$ cat src/rtl/traffic_light_timed.sv
`default_nettype none
// ============================================================================
// Module   : traffic_light_timed
// Purpose  : Two-street traffic light controller with tick-timed phases.
//            Main street holds green for at least MAIN_MIN_TICKS and leaves
//            only when the side-street sensor requests service. Side street
//            holds green for at most SIDE_MAX_TICKS, or less if demand drops.
//            Each handover runs a yellow phase, then an all-red clearance
//            phase.
// Ports    : clock      - single clock, rising-edge active
//            clear      - asynchronous active-high reset
//            tick       - one-clock time-base enable from the prescaler
//            x          - side-street vehicle sensor (level)
//            MainStreet - main lamp, RED=0 YELLOW=1 GREEN=2 (registered)
//            SideStreet - side lamp, same encoding (registered)
//            phase      - current state code for debug (registered)
//            ped_req    - pedestrian request (TRAFFIC_PED_EN only)
//            walk       - walk lamp, high exactly during SG (TRAFFIC_PED_EN)
// Options  : `define TRAFFIC_PED_EN adds the pedestrian request/walk feature.
// Revision : 1.0 - initial release
// ============================================================================
module traffic_light_timed #(
  parameter int CNT_W          = 8,
  parameter int MAIN_MIN_TICKS = 10,
  parameter int SIDE_MAX_TICKS = 20,
  parameter int YELLOW_TICKS   = 3,
  parameter int ALLRED_TICKS   = 1
) (
  input  logic       clock,
  input  logic       clear,
  input  logic       tick,
  input  logic       x,
  output logic [1:0] MainStreet,
  output logic [1:0] SideStreet,
  output logic [2:0] phase
`ifdef TRAFFIC_PED_EN
  ,
  input  logic       ped_req,
  output logic       walk
`endif
);

  typedef enum logic [2:0] {
    ST_MG  = 3'd0,
    ST_MY  = 3'd1,
    ST_AR1 = 3'd2,
    ST_SG  = 3'd3,
    ST_SY  = 3'd4,
    ST_AR2 = 3'd5
  } state_t;

  localparam logic [1:0] c_RED    = 2'd0;
  localparam logic [1:0] c_YELLOW = 2'd1;
  localparam logic [1:0] c_GREEN  = 2'd2;

  // Counter load values: a phase of N ticks loads N-1 and leaves on the
  // tick that finds the counter at zero.
  localparam logic [CNT_W-1:0] c_MAIN_LOAD   = CNT_W'(MAIN_MIN_TICKS - 1);
  localparam logic [CNT_W-1:0] c_SIDE_LOAD   = CNT_W'(SIDE_MAX_TICKS - 1);
  localparam logic [CNT_W-1:0] c_YELLOW_LOAD = CNT_W'(YELLOW_TICKS - 1);
  localparam logic [CNT_W-1:0] c_ALLRED_LOAD = CNT_W'(ALLRED_TICKS - 1);

  state_t           r_state;
  state_t           w_next_state;
  logic [CNT_W-1:0] r_cnt;
  logic [CNT_W-1:0] w_next_cnt;
  logic             w_cnt_zero;
  logic             w_main_exit;    // request to leave main green
  logic             w_side_demand;  // reason to keep side green
  logic [1:0]       r_main;
  logic [1:0]       r_side;
  logic [2:0]       r_phase;
  logic [1:0]       w_main;
  logic [1:0]       w_side;

  assign w_cnt_zero = (r_cnt == '0);

`ifdef TRAFFIC_PED_EN
  logic r_ped_pending;
  logic r_walk;

  assign w_main_exit   = x | r_ped_pending;
  assign w_side_demand = x | r_ped_pending;

  // Request is sticky until the side phase that serves it begins. A request
  // arriving on the very edge that enters SG is for the next cycle, so the
  // set takes priority over the clear.
  always_ff @(posedge clock or posedge clear) begin
    if (clear) begin
      r_ped_pending <= 1'b0;
      r_walk        <= 1'b0;
    end else begin
      if (ped_req) begin
        r_ped_pending <= 1'b1;
      end else if ((r_state != ST_SG) && (w_next_state == ST_SG)) begin
        r_ped_pending <= 1'b0;
      end
      r_walk <= (w_next_state == ST_SG);
    end
  end

  assign walk = r_walk;
`else
  assign w_main_exit   = x;
  assign w_side_demand = x;
`endif

  // --------------------------------------------------------------------------
  // Next-state and counter logic. Nothing moves without tick, except that
  // an illegal state code recovers to MG on the next edge unconditionally.
  // --------------------------------------------------------------------------
  always_comb begin
    w_next_state = r_state;
    w_next_cnt   = r_cnt;
    case (r_state)
      ST_MG: begin
        if (tick) begin
          if (!w_cnt_zero) begin
            w_next_cnt = r_cnt - 1'b1;
          end else if (w_main_exit) begin
            w_next_state = ST_MY;
            w_next_cnt   = c_YELLOW_LOAD;
          end
          // else: minimum green served, counter stays saturated at zero so
          // a later request leaves on its first tick.
        end
      end
      ST_MY: begin
        if (tick) begin
          if (!w_cnt_zero) begin
            w_next_cnt = r_cnt - 1'b1;
          end else begin
            w_next_state = ST_AR1;
            w_next_cnt   = c_ALLRED_LOAD;
          end
        end
      end
      ST_AR1: begin
        if (tick) begin
          if (!w_cnt_zero) begin
            w_next_cnt = r_cnt - 1'b1;
          end else begin
            w_next_state = ST_SG;
            w_next_cnt   = c_SIDE_LOAD;
          end
        end
      end
      ST_SG: begin
        if (tick) begin
          // Leave when demand disappears (early exit) or max green expires.
          if (!w_side_demand || w_cnt_zero) begin
            w_next_state = ST_SY;
            w_next_cnt   = c_YELLOW_LOAD;
          end else begin
            w_next_cnt = r_cnt - 1'b1;
          end
        end
      end
      ST_SY: begin
        if (tick) begin
          if (!w_cnt_zero) begin
            w_next_cnt = r_cnt - 1'b1;
          end else begin
            w_next_state = ST_AR2;
            w_next_cnt   = c_ALLRED_LOAD;
          end
        end
      end
      ST_AR2: begin
        if (tick) begin
          if (!w_cnt_zero) begin
            w_next_cnt = r_cnt - 1'b1;
          end else begin
            w_next_state = ST_MG;
            w_next_cnt   = c_MAIN_LOAD;
          end
        end
      end
      default: begin
        w_next_state = ST_MG;
        w_next_cnt   = c_MAIN_LOAD;
      end
    endcase
  end

  // Lamp decode from the next state so the registered lamps change on the
  // same edge as the state register.
  always_comb begin
    w_main = c_RED;
    w_side = c_RED;
    case (w_next_state)
      ST_MG:   w_main = c_GREEN;
      ST_MY:   w_main = c_YELLOW;
      ST_SG:   w_side = c_GREEN;
      ST_SY:   w_side = c_YELLOW;
      default: begin
        w_main = c_RED;
        w_side = c_RED;
      end
    endcase
  end

  always_ff @(posedge clock or posedge clear) begin
    if (clear) begin
      r_state <= ST_MG;
      r_cnt   <= c_MAIN_LOAD;
      r_main  <= c_GREEN;
      r_side  <= c_RED;
      r_phase <= 3'd0;
    end else begin
      r_state <= w_next_state;
      r_cnt   <= w_next_cnt;
      r_main  <= w_main;
      r_side  <= w_side;
      r_phase <= w_next_state;
    end
  end

  assign MainStreet = r_main;
  assign SideStreet = r_side;
  assign phase      = r_phase;

endmodule
`default_nettype wire

$ cat config.mk
export PLATFORM = sky130hd
export DESIGN_NAME = traffic_light_timed
export DESIGN_NICKNAME = d
export VERILOG_FILES = /design/src/rtl/traffic_light_timed.sv
export SDC_FILE = /design/constraint.sdc
export NUM_CORES = 1
export LEC_CHECK = 0
export BUFFER_PORTS_ARGS = -buffer_cell sky130_fd_sc_hd__buf_4
export CORE_UTILIZATION = 40
export DETAILED_ROUTE_END_ITERATION = 16
export GPL_TIMING_DRIVEN = 0
export PLACE_DENSITY_LB_ADDON = 0.1
export RECOVER_POWER = 25
export SYNTH_ARGS = -nofsm -noshare
export SYNTH_HDL_FRONTEND = slang
export SYNTH_SLANG_ARGS = --single-unit
export TNS_END_PERCENT = 1
$ cat constraint.sdc
create_clock -name clock -period 4.6 [get_ports clock]
set_input_delay 0.69 -clock clock [delete_from_list [all_inputs] [get_ports clock]]
set_output_delay 0.69 -clock clock [all_outputs]
set_load 0.01 [all_outputs]
## Word level (Yosys, flattened, before mapping)

Cells that the tools add are included.

- $add $sub $neg: 1
- Eq/ne operators: 14
- Multiplexer cells: 28
- Reductions and logical operators: 7

Operators by type and width:

| operator | number |
|---|---|
| $mux 8 | 11 |
| $pmux 8 s5 | 1 |
| $mux 3 | 13 |
| $pmux 3 s6 | 1 |
| $eq 3x2->1 const B | 3 |
| $eq 3x3->1 const B | 3 |
| $logic_not 8->1 | 1 |
| $ne 2x2->1 const B | 4 |
| $pmux 2 s2 | 2 |
| $sub 8x1->8 const B | 1 |
| $eq 3x1->1 const B | 2 |
| $logic_not 3->1 | 2 |
| $reduce_and 6->1 | 1 |
| $ne 3x3->1 const B | 1 |
| $ne 2x1->1 const B | 1 |
| $reduce_or 2->1 | 1 |
| $logic_not 1->1 | 1 |
| $logic_or 1x1->1 | 1 |

- Bits in registers: 15
- Input bits: 4
- Output and inout bits: 7
- Logic and storage cells: 54

## Logic depth before layout (Yosys ltp)

- Word-level depth: 7
- Mapped depth: 8
- Gate-level depth less buffers: 7

## Worst setup path before layout

OpenSTA, ideal clock, no wires.

- Path kind: flip-flop to flip-flop
- From: register r_cnt[0]
- To: register r_cnt[5]
- Library setup time: 0.110 ns
- Arrival: 1.843 ns
- Required time: 4.490 ns
- Setup slack: 2.647 ns
- Stages on the path, launching flop included: 8
- Path buffers: 0
- Clock period less this slack: 1.953 ns
- Path through: dfstp_2 > inv_1 > ha_1 > or4b_4 > nor2b_2 > a21o_1 > or2_1 > o41ai_1

- Cells in the longest elaborated chain, start to end: 5
- Elaborated cells on any way between the ends: 16
- Classes of those cells: 1 x add/sub; 1 x eq/ne; 11 x mux; 3 x reduce/logical

RTL lines:

| item | RTL line | text |
|---|---|---|
| from (decl) | 65 | `logic [CNT_W-1:0] r_cnt;` |
| from (signal assigned) | 206 | `r_cnt <= c_MAIN_LOAD;` |
| from (signal assigned) | 212 | `r_cnt <= w_next_cnt;` |
| branches (longest 5 deep; another with $sub 8x1->8) | -- |  |

Several ways; the timed one is not identified. The select of a mux whose other input is x is not followed.
A chain may end at the register's enable or synchronous reset.

## Worst setup path after layout

Ends and elaborated chain as after synthesis.

==> results.md <==
- WL/cell: 14.1 um
- Starting DRT DRC Count: 20
- Horiz. Die Dim: 50.1 um
- Util after Layout: 48.5%
- Routability cong.: 0.753
- Clk pin slew, worst setup/hold paths: 0.09 ns
- Post-CTS setup buffer count: 0
- Wire length of the first global-routing pass: roughly 3600 um
- Reg-to-reg endpoint: r_cnt[5]
- Initial antenna violation count: 0
- Share of the yosys chip area belonging to registers: 40.9%
- # IOs: 11
- IO Port Bufs: 10
- Pin count of the biggest net entering global routing: 16
- Slew margin rel.: 60.1%
- Total negative slack: 0 ns
- Worst-path fanout max: 7
- ANT cells: 0
- Post-DP Area: 0.00104 sq mm
- Footprint of the multi-input gates: 513 sq um
- Vias in the first global route: 808
- Critical R2R Launch: r_cnt[0]
- CTS Hold Bufs: 0
- P&R area growth vs syn: 14.7%
- Most frequent cells in the layout: 12 x dfrtp_1, 10 x nor2_1, 10 x buf_4
- # Max-Cap Violations: 0
- H-tree levels: 1
- Critical Path RT: 4.78 ns
- Worst Clk Skew: around 0.0028 ns
- # clock sinks: 15
- Gr usage total: 19.3%
- CTS tree: done
- Final Max Tran Viols: 0
- FF+latch area: 379 sq um
- Vias per inst: approximately 5.9
- Setup CP Type: flip-flop to flip-flop
- Synth top area share: 32.4%
- Final WS setup: 2.36 ns
- Flop2flop setup slack: 2.36 ns
- Dpl ws: about 2.4 ns
- Hold Path Class: input port to async pin
- Final wirelength: 2060 um
- Final ANT Viol Nets: 0
- CTS Buffer Depth: 2
- Vias: between 800 and 900
- Final setup violation count: 0
- Average cell area after synthesis: 8.90 sq um
- Crit start category: flip-flop
- Crit path DAT: 2.42 ns
- Synth Warn #: 0
- Total power: 621 uW
- Least-Margin Pin Slew: 0.597 ns
- Post-Syn Area: 926 sq um
- Synthesized instance count: about 100
- Row count: 17
- DRC viols: 0
- Cell variety after synth: 37
- Initial Util: 42.3%
- Die height: 50.1 um
- Synth top area cells: dfrtp_1 32%, dfstp_2 8.5%, nor2_1 4.1%
- Detailed Place HPWL: 1440 um
- First-pass iteration count of the detailed router: 4
- Tmin final: 2.24 ns
- Pwr dens: 584 mW/mm^2
- Clk Latency, worst-skew pair: 0.28 ns
- Yosys reg bits: 15
- Fmax: 0.446 GHz
- Cell taking the most area after synthesis: dfrtp_1
- Clock root buffer: clkbuf_4
- Final hold vios: 0
- Most common cell after layout, fill and taps aside: dfrtp_1
- Die area: 0.00251 sq mm
- P_leak: 0.000447 uW
- Layout Nets: 124
- Outcome: completed
- Final period utilization: approximately 49%
- Total gr overflow: 0
- Post-synth net total: 109
- Peak supply drop: 0.000228 V
- Core area: 0.00219 sq mm
- Crit path capture type: flip-flop
- Design area: between 0.001 and 0.0015 sq mm
- Filler cells: 212
- R2R cell count: 7
- CTS Buf Count: 3
- Post_cts resized: 0
- Unrepaired setup endpoints after global routing: false
- Ratio of cells with drive above 1 in the final layout: 21.2%
[cells by family (layout without fill, tap and decap cells)]
logic type | after synthesis | count (layout) | synth area share, %
compound gates | 39 | 39 | 27.8
simple gates | 39 | 39 | 23.9
flops | 15 | 15 | 40.9
buf+inv | 8 | 22 | 3.65
mux | 2 | 2 | 2.30
fa+ha+maj | 1 | 1 | 1.35
[sequential cells by signal, summed over array words and instances, names as in the netlist]
| signal | count |
|---|---|
| MainStreet | 2 |
| SideStreet | 2 |
| phase | 3 |
| r_cnt | 8 |
[per-stage QoR]
step,instances,hold slack [ns]
2_1_floorplan,104,0.472
6_report,146,0.468
4_1_cts,146,0.478
3_3_place_gp,142,0.493
5_1_grt,146,0.525
3_5_place_dp,142,0.504
[metal layers]
| layer | wire [um] | GRT usage (%) |
|---|---|---|
| met5 | 0 | 0 |
| met4 | 46 | 7.14 |
| met3 | 91 | 2.78 |
| met2 | 1000 | 31.6 |
| met1 | 925 | 25.3 |
[worst max-delay path, stage by stage (launching register included)]
cell      delay [ns]
dfstp_2         0.58
inv_1           0.06
ha_1            0.24
or4b_4          0.25
nand2b_1        0.29
nand2_1         0.10
or2_1           0.28
o41ai_1         0.32
[report_power, final]
part           switching (uW)  internal (uW)  total (uW)
clock network            42.2           33.7        75.9
logic                     151            142         293
registers                58.1            193         251
total                     252            369         621
[how the worst max path moves through the flow]
stage,to,cells after the start,from,slack [ns]
2_1_floorplan,r_cnt[5],7,r_cnt[0],2.65
3_3_place_gp,r_cnt[5],7,r_cnt[0],2.42
3_5_place_dp,r_cnt[5],7,r_cnt[0],2.38
4_1_cts,r_cnt[5],7,r_cnt[0],2.33
5_1_grt,r_cnt[5],7,r_cnt[0],2.16
6_report,r_cnt[5],7,r_cnt[0],2.36
[cells in the mapped netlist]
cell	n
nand3b_1	1
a22o_1	1
o21ai_0	5
inv_1	3
nor2b_1	4
o31a_1	1
a21oi_1	6
o21a_1	3
o22ai_1	1
mux2_2	1
or4_4	2
ha_1	1
and3_4	1
mux2i_1	1
or3_1	1
a31oi_1	2
nor3_1	5
a21o_1	2
nand2_2	1
buf_4	1
nor2b_2	1
o21ai_1	7
dfrtp_1	12
a32o_1	1
clkbuf_1	4
nor2_1	10
nand2b_1	4
a311oi_1	2
o41ai_1	2
a21boi_1	1
or4b_4	1
o31ai_1	2
o21ai_2	1
nand2_1	7
or2_1	1
dfstp_2	3
a31o_1	2
[cell type report]
cell class	count	area share (%)
plain buffers	5	2.12
clock buffers	4	2.47
inverters	3	1.06
multi-input cells	81	48.3
flip-flops and latches	15	35.7
well taps	28	3.30
repair buffers	10	7.07
No activity file was read; power rests on OpenSTA's default activity.
